--- config.mk ---
export PLATFORM = sky130hd
export DESIGN_NAME = alu_rs
export DESIGN_NICKNAME = d
export VERILOG_FILES = /design/src/rtl/alu_rs.sv
export SDC_FILE = /design/constraint.sdc
export NUM_CORES = 1
export LEC_CHECK = 0
export ABC_CLOCK_PERIOD_IN_PS = 7800
export CORE_MARGIN = 1.5
export CORE_UTILIZATION = 40
export DETAILED_ROUTE_END_ITERATION = 7
export GPL_ROUTABILITY_DRIVEN = 1
export HOLD_SLACK_MARGIN = 0.05
export PLACE_DENSITY = 0.61
export SLEW_MARGIN = 20
export SYNTH_ARGS = -nofsm -noshare
export SYNTH_HDL_FRONTEND = slang
export SYNTH_SLANG_ARGS = --single-unit
--- constraint.sdc ---
create_clock -name clk -period 7.8 [get_ports clk]
set_input_delay 0.78 -clock clk [delete_from_list [all_inputs] [get_ports clk]]
set_output_delay 0.78 -clock clk [all_outputs]
set_load 0.01 [all_outputs]
--- src/rtl/alu_rs.sv ---
// alu_rs: reservation station for the integer ALU with operand wakeup and oldest-ready select.
// Optional macro RS_FAST_WAKEUP_EN: a broadcast can wake and select an entry at the same edge.
module alu_rs #(
    parameter int DATA_W  = 32,
    parameter int TAG_W   = 4,
    parameter int OP_W    = 5,
    parameter int ENTRIES = 4
) (
    input  logic                         clk,
    input  logic                         rst,
    input  logic                         flush,
    input  logic                         in_valid,
    output logic                         in_ready,
    input  logic [OP_W-1:0]              in_op,
    input  logic [TAG_W-1:0]             in_dest_tag,
    input  logic [TAG_W-1:0]             in_tag1,
    input  logic [TAG_W-1:0]             in_tag2,
    input  logic [DATA_W-1:0]            in_val1,
    input  logic [DATA_W-1:0]            in_val2,
    input  logic                         wb_valid,
    input  logic [TAG_W-1:0]             wb_tag,
    input  logic [DATA_W-1:0]            wb_data,
    output logic                         iss_valid,
    input  logic                         iss_ready,
    output logic [OP_W-1:0]              iss_op,
    output logic [TAG_W-1:0]             iss_dest_tag,
    output logic [DATA_W-1:0]            iss_a,
    output logic [DATA_W-1:0]            iss_b,
    output logic [$clog2(ENTRIES+1)-1:0] count
);
    localparam int CW = $clog2(ENTRIES+1);
    localparam int AW = $clog2(ENTRIES);
    localparam logic [TAG_W-1:0] TAG_INVALID = '1;

    // age = number of busy entries older than this one
    typedef struct packed {
        logic              busy;
        logic [OP_W-1:0]   op;
        logic [TAG_W-1:0]  dest;
        logic [TAG_W-1:0]  tag1;
        logic [TAG_W-1:0]  tag2;
        logic [DATA_W-1:0] val1;
        logic [DATA_W-1:0] val2;
        logic [AW-1:0]     age;
    } entry_t;

    entry_t             ent [ENTRIES];
    entry_t             new_ent;
    logic [ENTRIES-1:0] hit1, hit2, rdy;
    logic               sel_ok;
    logic [AW-1:0]      sel_idx, sel_age, free_idx;
    logic [DATA_W-1:0]  sel_a, sel_b;
    logic               load, do_free, do_disp;

    assign in_ready = (count != CW'(ENTRIES));
    assign load     = !iss_valid || iss_ready;
    assign do_free  = load && sel_ok;
    assign do_disp  = in_valid && in_ready && !flush;

    always_comb begin
        hit1     = '0;
        hit2     = '0;
        rdy      = '0;
        sel_ok   = 1'b0;
        sel_idx  = '0;
        sel_age  = '1;
        free_idx = '0;
        for (int i = 0; i < ENTRIES; i++) begin
            hit1[i] = wb_valid && ent[i].tag1 != TAG_INVALID && ent[i].tag1 == wb_tag;
            hit2[i] = wb_valid && ent[i].tag2 != TAG_INVALID && ent[i].tag2 == wb_tag;
`ifdef RS_FAST_WAKEUP_EN
            rdy[i]  = ent[i].busy && (ent[i].tag1 == TAG_INVALID || hit1[i])
                                  && (ent[i].tag2 == TAG_INVALID || hit2[i]);
`else
            rdy[i]  = ent[i].busy && ent[i].tag1 == TAG_INVALID && ent[i].tag2 == TAG_INVALID;
`endif
            if (rdy[i] && (!sel_ok || ent[i].age < sel_age)) begin
                sel_ok  = 1'b1;
                sel_idx = AW'(i);
                sel_age = ent[i].age;
            end
        end
        for (int i = ENTRIES-1; i >= 0; i--)
            if (!ent[i].busy) free_idx = AW'(i);
    end

    always_comb begin
        sel_a = ent[sel_idx].val1;
        sel_b = ent[sel_idx].val2;
`ifdef RS_FAST_WAKEUP_EN
        // operands arriving on this broadcast bypass the entry storage
        if (hit1[sel_idx]) sel_a = wb_data;
        if (hit2[sel_idx]) sel_b = wb_data;
`endif
    end

    always_comb begin
        new_ent      = '0;
        new_ent.busy = 1'b1;
        new_ent.op   = in_op;
        new_ent.dest = in_dest_tag;
        new_ent.tag1 = in_tag1;
        new_ent.val1 = in_val1;
        new_ent.tag2 = in_tag2;
        new_ent.val2 = in_val2;
        if (wb_valid && in_tag1 != TAG_INVALID && in_tag1 == wb_tag) begin
            new_ent.tag1 = TAG_INVALID;
            new_ent.val1 = wb_data;
        end
        if (wb_valid && in_tag2 != TAG_INVALID && in_tag2 == wb_tag) begin
            new_ent.tag2 = TAG_INVALID;
            new_ent.val2 = wb_data;
        end
        new_ent.age = AW'(count - CW'(do_free));
    end

    always_ff @(posedge clk or negedge rst) begin
        if (!rst) begin
            for (int i = 0; i < ENTRIES; i++) ent[i] <= '0;
            iss_valid    <= 1'b0;
            iss_op       <= '0;
            iss_dest_tag <= '0;
            iss_a        <= '0;
            iss_b        <= '0;
            count        <= '0;
        end else if (flush) begin
            for (int i = 0; i < ENTRIES; i++) ent[i].busy <= 1'b0;
            iss_valid <= 1'b0;
            count     <= '0;
        end else begin
            for (int i = 0; i < ENTRIES; i++) begin
                if (ent[i].busy) begin
                    if (hit1[i]) begin
                        ent[i].tag1 <= TAG_INVALID;
                        ent[i].val1 <= wb_data;
                    end
                    if (hit2[i]) begin
                        ent[i].tag2 <= TAG_INVALID;
                        ent[i].val2 <= wb_data;
                    end
                    if (do_free && ent[i].age > sel_age) ent[i].age <= ent[i].age - AW'(1);
                end
            end
            if (do_free) ent[sel_idx].busy <= 1'b0;
            if (do_disp) ent[free_idx] <= new_ent;
            if (load) begin
                iss_valid <= sel_ok;
                if (sel_ok) begin
                    iss_op       <= ent[sel_idx].op;
                    iss_dest_tag <= ent[sel_idx].dest;
                    iss_a        <= sel_a;
                    iss_b        <= sel_b;
                end
            end
            count <= count + CW'(do_disp) - CW'(do_free);
        end
    end
endmodule

# [After elaboration in Yosys (flattened, before gate mapping)]
# Cells that the tools add are included.
# W data, S select, Z words.
[classes] addsub=7 mul=0 div=0 n_lt_le_gt_ge=11 eq_ne=29 n_shift=0 muxes=66 n_bitwise=3 n_reduce_logical=51
[op_table] cell="$mux W336" count=3
[op_table] cell="$bwmux W336" count=2
[op_table] cell="$mux W74" count=8
[op_table] cell="$demux W84 S2" count=2
[op_table] cell="$mux W32" count=10
[op_table] cell="$bmux W84 S2" count=1
[op_table] cell="$mux W84" count=2
[op_table] cell="$mux W83" count=2
[op_table] cell="$eq A4 B4 Y1" count=10
[op_table] cell="$logic_and A1 B1 Y1" count=40
[op_table] cell="$mux W4" count=10
[op_table] cell="$ne A4 B4 Y1 const B" count=10
[op_table] cell="$eq A4 B4 Y1 const B" count=8
[op_table] cell="$mux W2" count=14
[op_table] cell="$mux W1" count=11
[op_table] cell="$gt A2 B2 Y1" count=4
[op_table] cell="$sub A2 B1 Y2 const B" count=4
[op_table] cell="$ge A3 B3 Y1 const B" count=2
[op_table] cell="$lt A2 B2 Y1" count=3
[op_table] cell="$lt A3 B1 Y1 const B" count=2
[op_table] cell="$not A2 Y3" count=2
[op_table] cell="$logic_not A1 Y1" count=5
[op_table] cell="$logic_or A1 B1 Y1" count=4
[op_table] cell="$add A3 B1 Y3" count=1
[op_table] cell="other kinds (7)" count=7
[totals] ff_bits=413 latch_bits=0 mem_bits_rw=0 mem_bits_ro=0 in_bits=123 out_inout_bits=78 wordCells=205 n_memories=0

# [Depth between registers and ports, before layout]
[logic_depth] ltp_word=27 depth_mapped=18 mapped_depth_nobuf=16

# [Least setup slack after synthesis]
# No wires, ideal clock.
[synth_timing] path_kind="register -> register" from="reg ent[167] (netlist bit)" to="reg ent[253] (netlist bit)" setup_ns=0.119 arrival_time_ns=3.236 required_time_ns=7.681 path_slack_ns=4.445 stages_incl_launch_ff=17 n_path_buf=2 period_less_slack_ns=3.355 cell_sequence="dfrtp_1 -> buf_4 -> nand3_1 -> or3_4 -> or3_4 -> a21oi_4 -> o21ai_4 -> clkbuf_1 -> o21ai_0 -> ha_1 -> nor2_1 -> nor2_1 -> a21oi_1 -> o211ai_1 -> nor2_1 -> a32oi_1 -> o21ba_2"
[synth_between] elab_chain_cells=18 word_cells_on_any_way=36 cone_classes="add/sub: 1; order compare: 4; mux: 20; bitwise: 2; reduce/logical: 9"
[synth_rtl] element="from (decl)" line_no="47" text="entry_t ent [ENTRIES];"
[synth_rtl] element="from (signal, indexed assignment)" line_no="145" text="if (do_disp) ent[free_idx] <= new_ent;"
[synth_rtl] element="$logic_and A1 B1 Y1 (2 in a row)" line_no="75" text="rdy[i] = ent[i].busy && ent[i].tag1 == TAG_INVALID && ent[i].tag2 == TAG_INVALID;"
[synth_rtl] element="$logic_and A1 B1 Y1" line_no="77" text="if (rdy[i] && (!sel_ok || ent[i].age < sel_age)) begin"
[synth_rtl] element="$mux W2 / $mux W1 (equally long branches)" line_no="77"
[synth_rtl] element="$lt A2 B2 Y1 / $logic_not A1 Y1 (equally long branches)" line_no="77"
[synth_rtl] element="$logic_or A1 B1 Y1" line_no="77"
[synth_rtl] element="$logic_and A1 B1 Y1" line_no="77"
[synth_rtl] element="$mux W2 / $mux W1 (equally long branches)" line_no="77"
[synth_rtl] element="$gt A2 B2 Y1 / $logic_and A1 B1 Y1 (equally long branches)" line_no="141, 57"
[synth_rtl] element="$logic_and A1 B1 Y1" line_no="141" text="if (do_free && ent[i].age > sel_age) ent[i].age <= ent[i].age - AW'(1);"
[synth_rtl] element="$mux W2" line_no="141"
[synth_rtl] element="$mux W74" line_no="132" text="if (ent[i].busy) begin"
[synth_rtl] element="$mux W74" line_no="126" text="end else if (flush) begin"
[synth_rtl] element="$bwmux W336" line_no="144" text="if (do_free) ent[sel_idx].busy <= 1'b0;"
[synth_rtl] element="$mux W336" line_no="144"
[synth_rtl] element="$mux W336" line_no="126"
[synth_rtl] element="$bwmux W336" line_no="145"
[synth_rtl] element="$mux W336 *" line_no="145"
# Every way passes the cells marked *; elsewhere a longest branch is shown, timed or not. The select of a mux whose other input is x is not followed.
# A chain may end at the register's enable or synchronous reset.

# [Final worst setup path]
[layout_timing] from="reg ent[335] (netlist bit)" to="reg ent[253] (netlist bit)"
[layout_between] elab_chain_cells=25 word_cells_on_any_way=46 cone_classes="add/sub: 1; order compare: 6; mux: 23; bitwise: 2; reduce/logical: 14"
[layout_rtl] element="$logic_and A1 B1 Y1 (2 in a row)" line_no="75"
[layout_rtl] element="$mux W2 / $mux W1 (equally long branches)" line_no="77"
[layout_rtl] element="$lt A2 B2 Y1 / $logic_not A1 Y1 (equally long branches)" line_no="77"
[layout_rtl] element="$logic_or A1 B1 Y1" line_no="77"
[layout_rtl] element="$logic_and A1 B1 Y1" line_no="77"
[layout_rtl] element="$mux W2 / $mux W1 (equally long branches)" line_no="77"
[layout_rtl] element="$lt A2 B2 Y1 / $logic_not A1 Y1 (equally long branches)" line_no="77"
[layout_rtl] element="$logic_or A1 B1 Y1" line_no="77"
[layout_rtl] element="[... 8 more ...]"
[layout_rtl] element="$mux W2" line_no="141"
[layout_rtl] element="$mux W74" line_no="132"
[layout_rtl] element="$mux W74" line_no="126"
[layout_rtl] element="$bwmux W336" line_no="144"
[layout_rtl] element="$mux W336" line_no="144"
[layout_rtl] element="$mux W336" line_no="126"
[layout_rtl] element="$bwmux W336" line_no="145"
[layout_rtl] element="$mux W336 *" line_no="145"
# Marked as above.

==> metrics.txt <==
outcome=complete, no violations; Max Freq=216 MHz; Fin Setup TNS=0 ns; sequential-to-total area share from yosys stat=a little under half; CTS Hold Bufs=0; CTS Sinks=around 410; Final #Nets=2733; area of the mapped netlist=about 22000 sq um; Synth Instances=2545; CP Class=flop to flop; Layout area overhead=17.8%; post-CTS setup buffers=0; vias in the first global route=about 20000; Final Max Tran Viols=0; die width=235 microns; share of cells above drive strength 1=around 6.8%; syn_nets=2676; Critical R2R Capture=ent[253]$_DFFE_PN0N_; Syn Area/Cell=between 8 and 9 sq um; Final min period=4.63 ns; worst setup margin=3.17 ns; post-CTS sizing=0; Hold Crit Class=input port to async pin; largest net degree at the start of global routing=153; Via Count=19700; Pleak=approximately 11 nW; Worst EP required=8.32 ns; Synth async-reset ratio=100%; post-DR wirelength/cell=between 20 and 25 microns; Slew HR=19.5%; top_reg_cell synth=dfrtp_1; Max clock buf depth=3; CTS Buf Count=45; Syn. warnings=0; Die Area=55300 sq um; WP data arrival=a little over 5 ns; R2R depth=17; H-tree depth=2; GP Congestion=around 0.9; initial antenna violation count=2; Placeable Area=53000 sq um; Final Skew=0.0289 ns; Clock transition at path regs=0.06 ns; FF-to-FF Start=ent[335]$_DFF_PN0_; synthesized flop and latch total=413; latest clock arrival within the worst-skew pair=approximately 0.60 ns; slew of the pin with the lowest slew margin=~1.2 ns; DR pass1 iterations=6; drt total wl=74500 microns; # port buffers=200; antenna viol nets, final=0; Tcrit/Tclk final=59.4%; global-route wire length before repair=about 120000 microns; I/O pin total=201; clock root buffer=clkbuf_16; Final Hold Vio Count=0; crit path launch type=flop; Final Setup Violations=0; initial drt markers=1949; Core Rows=84; initial core utilization=40.7%; Post-DP HPWL=around 43000 microns; max_cap viols=0; gr usage total=a little over a quarter; unrepaired setup endpoints after global routing=no; vias per inst=5.93; Worst R2R Setup Slack=3.17 ns; GRT overflow=0; Cell variety after synth=a little under 70; number of synthesized flops with an enable pin=0; DRC=0; maximum VDD drop=0.000162 V; Die Ht=235 microns; PwrDens=248 nW/um^2; TritonCTS clock tree=done; pre-CTS setup slack=3.20 ns; CP endpoint kind=flop; CP max FO=75
## critical path: stages (launching register included)
cell      delay [ns]
dfrtp_1         0.52
nand3_1         0.19
or3_1           0.45
o22ai_1         0.16
and3_4          0.26
a22oi_2         0.10
o21ai_4         0.21
buf_4           0.82
nand3_1         0.13
o21ai_0         0.29
ha_1            0.35
nor2_1          0.14
nor2_1          0.06
a21oi_1         0.14
o211ai_1        0.16
o21ai_0         0.21
a21oi_1         0.09
o21ba_2         0.28
## cell usage after synthesis, types with 4 or more instances
library cell | n | share of area, %
a211oi_2 | 14 | 0.81
a211oi_1 | 48 | 1.7
a31oi_1 | 73 | 2.1
nor2_1 | 447 | 7.8
xnor2_1 | 6 | 0.24
a221o_1 | 63 | 2.9
nor3_1 | 9 | 0.21
o21ai_1 | 4 | 0.093
o31ai_1 | 44 | 1.5
buf_4 | 4 | 0.14
nand2_1 | 402 | 7.0
nand3_1 | 31 | 0.72
xor2_1 | 27 | 1.1
o211ai_1 | 6 | 0.21
a21oi_1 | 229 | 5.3
clkbuf_1 | 166 | 2.9
inv_1 | 12 | 0.21
nor4_1 | 10 | 0.29
buf_6 | 5 | 0.26
buf_1 | 12 | 0.21
and2_1 | 74 | 2.1
buf_2 | 40 | 0.93
dfrtp_1 | 413 | 48
o21ai_0 | 241 | 5.6
ha_1 | 7 | 0.41
o31ai_2 | 14 | 0.81
mux2i_1 | 79 | 3.7
o22a_1 | 5 | 0.20
## how the worst max path moves through the flow
stage,cells after the start,start,end
6_report,17,ent[335]$_DFF_PN0_,ent[253]$_DFFE_PN0N_
5_1_grt,17,ent[335]$_DFF_PN0_,ent[253]$_DFFE_PN0N_
4_1_cts,17,ent[335]$_DFF_PN0_,ent[253]$_DFFE_PN0N_
3_5_place_dp,17,ent[335]$_DFF_PN0_,ent[253]$_DFFE_PN0N_
3_3_place_gp,10,flush,ent[184]$_DFFE_PN0N_
2_1_floorplan,16,ent[167]$_DFF_PN0_,ent[253]$_DFFE_PN0N_
## flip-flops by register name, indices dropped and copies added (netlist names)
register      count
count             3
iss_b            32
iss_a            32
iss_valid         1
iss_dest_tag      4
iss_op            5
ent             336
## cells by family (layout without fill, tap and decap cells)
family | count (synthesis) | after routing | share of synthesized area [%]
simple gates | 998 | 998 | 19.1
compound gates | 770 | 770 | 22.6
flops | 413 | 413 | 47.9
buf+inv | 242 | 335 | 4.79
mux | 80 | 80 | 3.72
xor+xnor | 33 | 33 | 1.34
fa+ha+maj | 9 | 9 | 0.545
other cells | 0 | 1 | 0
## layer usage
| metal | global-route usage, % | up-vias | share of wire [%] |
|---|---|---|---|
| met1 | 37.3 | 9776 | 44 |
| met3 | 4.47 | 150 | 7.5 |
| met4 | 10.2 | 0 | 3.2 |
| li1 | - | 8916 | - |
| met5 | 0 | - | 0 |
| met2 | 41.7 | 874 | 45 |
## cell type report
cell class	count	area, sq um
fill	5063	27600
tap	688	861
clock buffer	65	1290
antenna	1	2.50
inverter	13	53.8
clock inverter	18	190
timing repair buffer	239	2320
sequential	413	10300
multi-input combinational	1890	10300
## power breakdown
part / internal (mW) / switching, mW / total (mW)
clock: 1.26 / 0.922 / 2.18
sequential: 2.62 / 0.320 / 2.94
combinational: 0.544 / 0.631 / 1.17
## placed cells by master (no fill, tap or decap), types with 5 or more instances in the layout
master           count
clkbuf_8             9
mux2i_1             79
clkinv_2            11
a211oi_2            14
nor4_1              10
nand2_1            400
ha_1                 7
o211ai_1             6
xor2_1              27
o21ai_0            240
a21oi_4              6
and2_1              74
clkbuf_16           45
o22a_1               5
xnor2_1              6
a31oi_1             73
nand3_1             31
inv_1               11
dfrtp_1            413
nor3_1               8
a211oi_1            48
clkbuf_1            11
a21oi_1            224
o31ai_1             44
a221o_1             63
buf_4               37
nor2_1             443
clkdlybuf4s50_1    199
o31ai_2             14
## per-stage QoR
stage	hold WS, ns	instances	instance area [sq um]	utilization [%]	total power, mW
global placement	0.449	3243	23900	45.2	4.08
finish	0.225	3327	25400	48.0	6.30
detailed placement	0.462	3243	23900	45.2	4.14
CTS	0.297	3326	25400	48.0	6.33
floorplan	0.437	2545	21600	-	3.66
global route	0.319	3327	25400	48.0	6.62
(Power assumes the default switching activity.)
